### config.mk
export PLATFORM = sky130hd
export DESIGN_NAME = instr_fetch
export DESIGN_NICKNAME = d
export VERILOG_FILES = /design/src/rtl/instr_fetch.sv
export SDC_FILE = /design/constraint.sdc
export NUM_CORES = 1
export LEC_CHECK = 0
export BUFFER_PORTS_ARGS = -buffer_cell sky130_fd_sc_hd__buf_2
export CAP_MARGIN = 10
export CORE_MARGIN = 3
export CORE_UTILIZATION = 48
export DETAILED_ROUTE_END_ITERATION = 8
export MAX_ROUTING_LAYER = met4
export PLACE_DENSITY = 0.84
export SLEW_MARGIN = 30
export SYNTH_ARGS = -nofsm -noshare
export SYNTH_HDL_FRONTEND = slang
export SYNTH_SLANG_ARGS = --single-unit
### constraint.sdc
create_clock -name clk -period 1.6 [get_ports clk]
set_input_delay 0.16 -clock clk [delete_from_list [all_inputs] [get_ports clk]]
set_output_delay 0.16 -clock clk [all_outputs]
set_load 0.02 [all_outputs]
### src/rtl/instr_fetch.sv
// Instruction fetch stage: issues word-addressed reads, holds the returned word in the IR,
// absorbs decode back-pressure with a one-entry skid buffer and accepts PC redirects.
module instr_fetch #(
  parameter int unsigned     PC_W     = 16,
  parameter int unsigned     IW       = 20,
  parameter logic [PC_W-1:0] RESET_PC = '0
) (
  input  logic            clk,
  input  logic            rst_n,
  output logic            imem_rd,
  output logic [PC_W-1:0] imem_addr,
  input  logic [IW-1:0]   imem_data,
  input  logic            stall,
  input  logic            redirect_valid,
  input  logic [PC_W-1:0] redirect_pc,
  output logic            instr_valid,
  output logic [IW-1:0]   instr,
  output logic [3:0]      opcode,
  output logic [PC_W-1:0] pc_out,
  output logic [PC_W-1:0] pc_plus1,
  output logic            illegal_op
);

  logic [PC_W-1:0] fetch_pc_q, fetch_pc_d;
  logic            pend_valid_q, pend_valid_d;
  logic [PC_W-1:0] pend_pc_q, pend_pc_d;
  logic [IW-1:0]   ir_q, ir_d;
  logic [PC_W-1:0] ir_pc_q, ir_pc_d;
  logic            ir_valid_q, ir_valid_d;
  logic [IW-1:0]   skid_q, skid_d;
  logic [PC_W-1:0] skid_pc_q, skid_pc_d;
  logic            skid_valid_q, skid_valid_d;

  logic hold;
  logic issue;

  // A stall only matters when there is something in the IR to hold.
  assign hold  = stall && ir_valid_q;
  // No issue while the skid is occupied or held, so the skid can never overflow.
  assign issue = rst_n && !redirect_valid && !hold && !skid_valid_q;

  assign imem_rd   = issue;
  assign imem_addr = fetch_pc_q;

  always_comb begin
    fetch_pc_d   = fetch_pc_q;
    pend_valid_d = pend_valid_q;
    pend_pc_d    = pend_pc_q;
    ir_d         = ir_q;
    ir_pc_d      = ir_pc_q;
    ir_valid_d   = ir_valid_q;
    skid_d       = skid_q;
    skid_pc_d    = skid_pc_q;
    skid_valid_d = skid_valid_q;

    if (redirect_valid) begin
      // Flush everything; the in-flight response is simply not captured.
      fetch_pc_d   = redirect_pc;
      pend_valid_d = 1'b0;
      ir_valid_d   = 1'b0;
      skid_valid_d = 1'b0;
    end else begin
      pend_valid_d = issue;
      if (issue) begin
        fetch_pc_d = fetch_pc_q + 1'b1;
        pend_pc_d  = fetch_pc_q;
      end

      if (hold) begin
        if (pend_valid_q) begin
          skid_d       = imem_data;
          skid_pc_d    = pend_pc_q;
          skid_valid_d = 1'b1;
        end
      end else if (skid_valid_q) begin
        // Older skid entry goes first to keep program order.
        ir_d         = skid_q;
        ir_pc_d      = skid_pc_q;
        ir_valid_d   = 1'b1;
        skid_valid_d = pend_valid_q;
        if (pend_valid_q) begin
          skid_d    = imem_data;
          skid_pc_d = pend_pc_q;
        end
      end else if (pend_valid_q) begin
        ir_d       = imem_data;
        ir_pc_d    = pend_pc_q;
        ir_valid_d = 1'b1;
      end else begin
        ir_valid_d = 1'b0;
      end
    end
  end

  always_ff @(posedge clk) begin
    if (!rst_n) begin
      fetch_pc_q   <= RESET_PC;
      pend_valid_q <= 1'b0;
      pend_pc_q    <= '0;
      ir_q         <= '0;
      ir_pc_q      <= '0;
      ir_valid_q   <= 1'b0;
      skid_q       <= '0;
      skid_pc_q    <= '0;
      skid_valid_q <= 1'b0;
    end else begin
      fetch_pc_q   <= fetch_pc_d;
      pend_valid_q <= pend_valid_d;
      pend_pc_q    <= pend_pc_d;
      ir_q         <= ir_d;
      ir_pc_q      <= ir_pc_d;
      ir_valid_q   <= ir_valid_d;
      skid_q       <= skid_d;
      skid_pc_q    <= skid_pc_d;
      skid_valid_q <= skid_valid_d;
    end
  end

  assign instr_valid = ir_valid_q;
  assign instr       = ir_q;
  assign opcode      = ir_q[IW-1 -: 4];
  assign pc_out      = ir_pc_q;
  assign pc_plus1    = ir_pc_q + 1'b1;
  assign illegal_op  = ir_valid_q && (opcode > 4'b1000);

endmodule

==> reports/results.tsv <==
metric	value	unit
min-delay-start	imem_data[5]	
synth_edf_count	0	
required	1.44	ns
gr-usage-met3	4.01	%
worstReg2RegStart	imem_addr[1]	
floorplan.io_pins	115	
timing.critical_path.cells	and4_1 > and4_4 > nand4_1 > xnor2_2 > buf_4	
ys_seq_area_share	44.6	%
critical_path_arrival	1.67	ns
antenna_violating_nets_post_route	0	
h_tree_level_count	3	
globalRoute.totalOverflow	0	
vias_per_cell	5.33	
die_height	106	um
mostFrequentLayoutCell	sky130_fd_sc_hd__nand2_1	
final-hold-violation-count	0	
timing.fmax	547	MHz
postLayoutCoreUtil	65.9	%
route.vias.total	4353	
timing.critical_path.from_type	flip-flop	
total_nets_after_synthesis	585	
maxSlewHeadroom	76.9	%
final-setup-viol-count	9	
clock_insertion_delay_worst_skew	0.37	ns
drt_wl_total	12.6	mm
floorplan.die.width	106	um
synth.lib_cells_used.distinct	40	
weighted_congestion_reported_at_the_end_of_routability_driven_placement	0.904	
fin_crit	1.83	ns
route.detailed.wl_per_inst	15.4	um
cp.buffers_inverters	1	
number_of_detailed_routing_iterations_run_before_antenna_repair	4	
power_leakage	2.96	nW
synth_top_flop_cell	sky130_fd_sc_hd__dfxtp_1	
ys.warnings.count	0	
layout_worst_path_cycle_share	114	%
netlist_instances	543	
largest_net_degree_at_the_start_of_global_routing	70	
worstHoldPathCells	3	
clk_pin_slew	0.12	ns
area.growth.synth_to_final	30.3	%
ys_ff_latch	107	
fin_total_pwr	5.19	mW
timing_worst_setup_path_type	flip-flop to output pin	
avgSynthCellArea	8.85	um2
number_of_placement_rows	35	
dr_iter_0_viols	210	
drive_above_1_share	33.8	%
tightestPinTransition	0.341	ns
crit_path_max_fanout	3	
netlist_area	0.00481	mm2
timing.final.ws_setup	-0.230	ns
crit_path_start	pc_out[6]	
floorplan.initialDensity	50.6	%
place.port_buffers	114	
postSynth.asyncResetShare	0	%
dpl-instance-area	0.00576	mm2
commonest_cells_after_routing_fill_and_taps_aside	sky130_fd_sc_hd__nand2_1, sky130_fd_sc_hd__buf_2, sky130_fd_sc_hd__dfxtp_1	
grt_setup_unrepaired	true	
timing.critical_path.to_type	output pin	
cts.root.buffer_cell	sky130_fd_sc_hd__clkbuf_8	
grt_pass1_vias	4187	
outcome	finished with violations	
nNetsFinal	724	
power_per_cell_area	828	mW/mm2
critPathTopFamily	simple AND/OR/NAND/NOR gates	
gr-max-usage-layer	met2	
clock-sinks	107	
layout.cell_area.non_filler	0.00626	mm2
ant_diodes	0	
cts_hold_buffers	0	
route.detailed.drc	0	
max_cap_viol_count	0	
groute.usage.overall	21.8	%
slowest_delay	0.33	ns
ff2ff_path_depth	5	
cts_buffers	9	
cts_max_path_buffers	2	
cts_tree	done	
finClkSkew	0.0129	ns
wire_length_of_the_first_global_routing_pass	19.9	mm
placeableCoreArea	0.00950	mm2
die-area	0.0113	mm2
n_fill_cell	746	
grt_antenna_before_repair	0	
place_hpwl	8.40	mm
worst_supply_voltage_drop_on_vdd	0.000429	V
global_route.usage.met2	35.4	%
drv_slew	0	
cp.depth	5	
critical_path.slowest_cell	sky130_fd_sc_hd__dfxtp_2	
violations	setup timing	
hold_path_class	input port to flip-flop	
grt.met1_usage	27.9	%
-- state kept, by name, summed over array words and instances (netlist names) --
signal and count:
instr 20, skid_q 20, imem_addr 16, pc_out 16, pend_pc_q 16, skid_pc_q 16, instr_valid 1, pend_valid_q 1
skid_valid_q 1
-- synth_stat cells, types with 2 or more instances --
cell type                  count  area share, %
sky130_fd_sc_hd__a21boi_0     43            6.7
sky130_fd_sc_hd__a21oi_1       9           0.94
sky130_fd_sc_hd__a31oi_1       2           0.26
sky130_fd_sc_hd__and2_1        4           0.52
sky130_fd_sc_hd__and3_1        3           0.39
sky130_fd_sc_hd__and4_1        3           0.55
sky130_fd_sc_hd__buf_2         5           0.52
sky130_fd_sc_hd__buf_4         6           0.94
sky130_fd_sc_hd__clkbuf_1     29            2.3
sky130_fd_sc_hd__dfxtp_1     107             45
sky130_fd_sc_hd__ha_1          2           0.52
sky130_fd_sc_hd__inv_1         6           0.47
sky130_fd_sc_hd__mux2i_1      37            7.7
sky130_fd_sc_hd__nand2_1     151             12
sky130_fd_sc_hd__nand2b_1      5           0.65
sky130_fd_sc_hd__nand3_1      12            1.2
sky130_fd_sc_hd__nand4_1       5           0.65
sky130_fd_sc_hd__nor2_1        4           0.31
sky130_fd_sc_hd__nor3_1        3           0.31
sky130_fd_sc_hd__nor4_1        3           0.39
sky130_fd_sc_hd__o211a_1      39            8.1
sky130_fd_sc_hd__o21ai_0      22            2.3
sky130_fd_sc_hd__o311a_1       3           0.62
sky130_fd_sc_hd__xnor2_1      21            3.8
sky130_fd_sc_hd__xor2_1        4           0.73
-- what timing repair did --
| action | in CTS | in global routing |
|---|---|---|
| resized for setup | 27 | 24 |
| buffers inserted | 2 | 15 |
| pin swaps | 13 | 16 |
| setup endpoints to repair | 13 | 41 |
-- tightest hold or removal path, cell delays in order --
cell and delay (ns):
sky130_fd_sc_hd__buf_2 0.11, sky130_fd_sc_hd__nand2_1 0.04, sky130_fd_sc_hd__a21boi_0 0.06
-- where the power goes --
part           switching, mW  internal [mW]  total [mW]
Clock                  0.980          0.593        1.57
Sequential            0.0910           2.76        2.85
Combinational          0.433          0.329       0.761
Total                   1.50           3.69        5.19
-- cells by family (layout without fill, tap and decap cells) --
group                      after synthesis  after routing  share of synthesized area [%]
AOI/OAI and AO/OA                      123            123                           19.8
xor gates and xnor gates                25             25                           4.55
adders and majority gates                2              2                          0.520
buffers and inverters                   48            192                           4.35
DFF                                    107            107                           44.6
muxes                                   37             37                           7.70
and+or+nand+nor                        201            201                           18.5
-- worst paths after layout --
check,endpoint,slack (ns)
worst min register to register,skid_pc_q[7],0.47
worst max register to register,imem_addr[14],0.04
worst min-delay path,skid_q[5],0.04
worst max-delay path,pc_plus1[15],-0.23
-- layout make-up --
class	count	area [um2]	share of cell area, %
tap	129	161	2.58
clock buffer	9	124	1.98
inverter	7	27.5	0.439
timing repair buffer	169	1100	17.5
multi-input combinational	388	2620	41.8
clock inverter	7	58.8	0.939
sequential	107	2180	34.7
-- routing by layer --
| metal | routed length [um] | vias up | share of wire (%) |
|---|---|---|---|
| li1 | - | 2151 | - |
| met1 | 5590 | 2040 | 45 |
| met2 | 6070 | 138 | 48 |
| met3 | 658 | 24 | 5.2 |
| met4 | 240 | 0 | 1.9 |
| met5 | 0 | - | 0 |
-- per-stage QoR --
stage	setup TNS, ns	setup slack [ns]	hold slack (ns)	instances
6_report	-1.61	-0.230	0.0426	816
5_1_grt	-2.42	-0.313	0.0440	816
4_1_cts	-1.35	-0.214	0.0331	801
3_5_place_dp	-0.0748	-0.0748	0.433	783
3_3_place_gp	0	0.0538	0.423	783
2_1_floorplan	-0.135	-0.0698	0.305	543
Note: power is estimated with default switching activity, not from simulation.
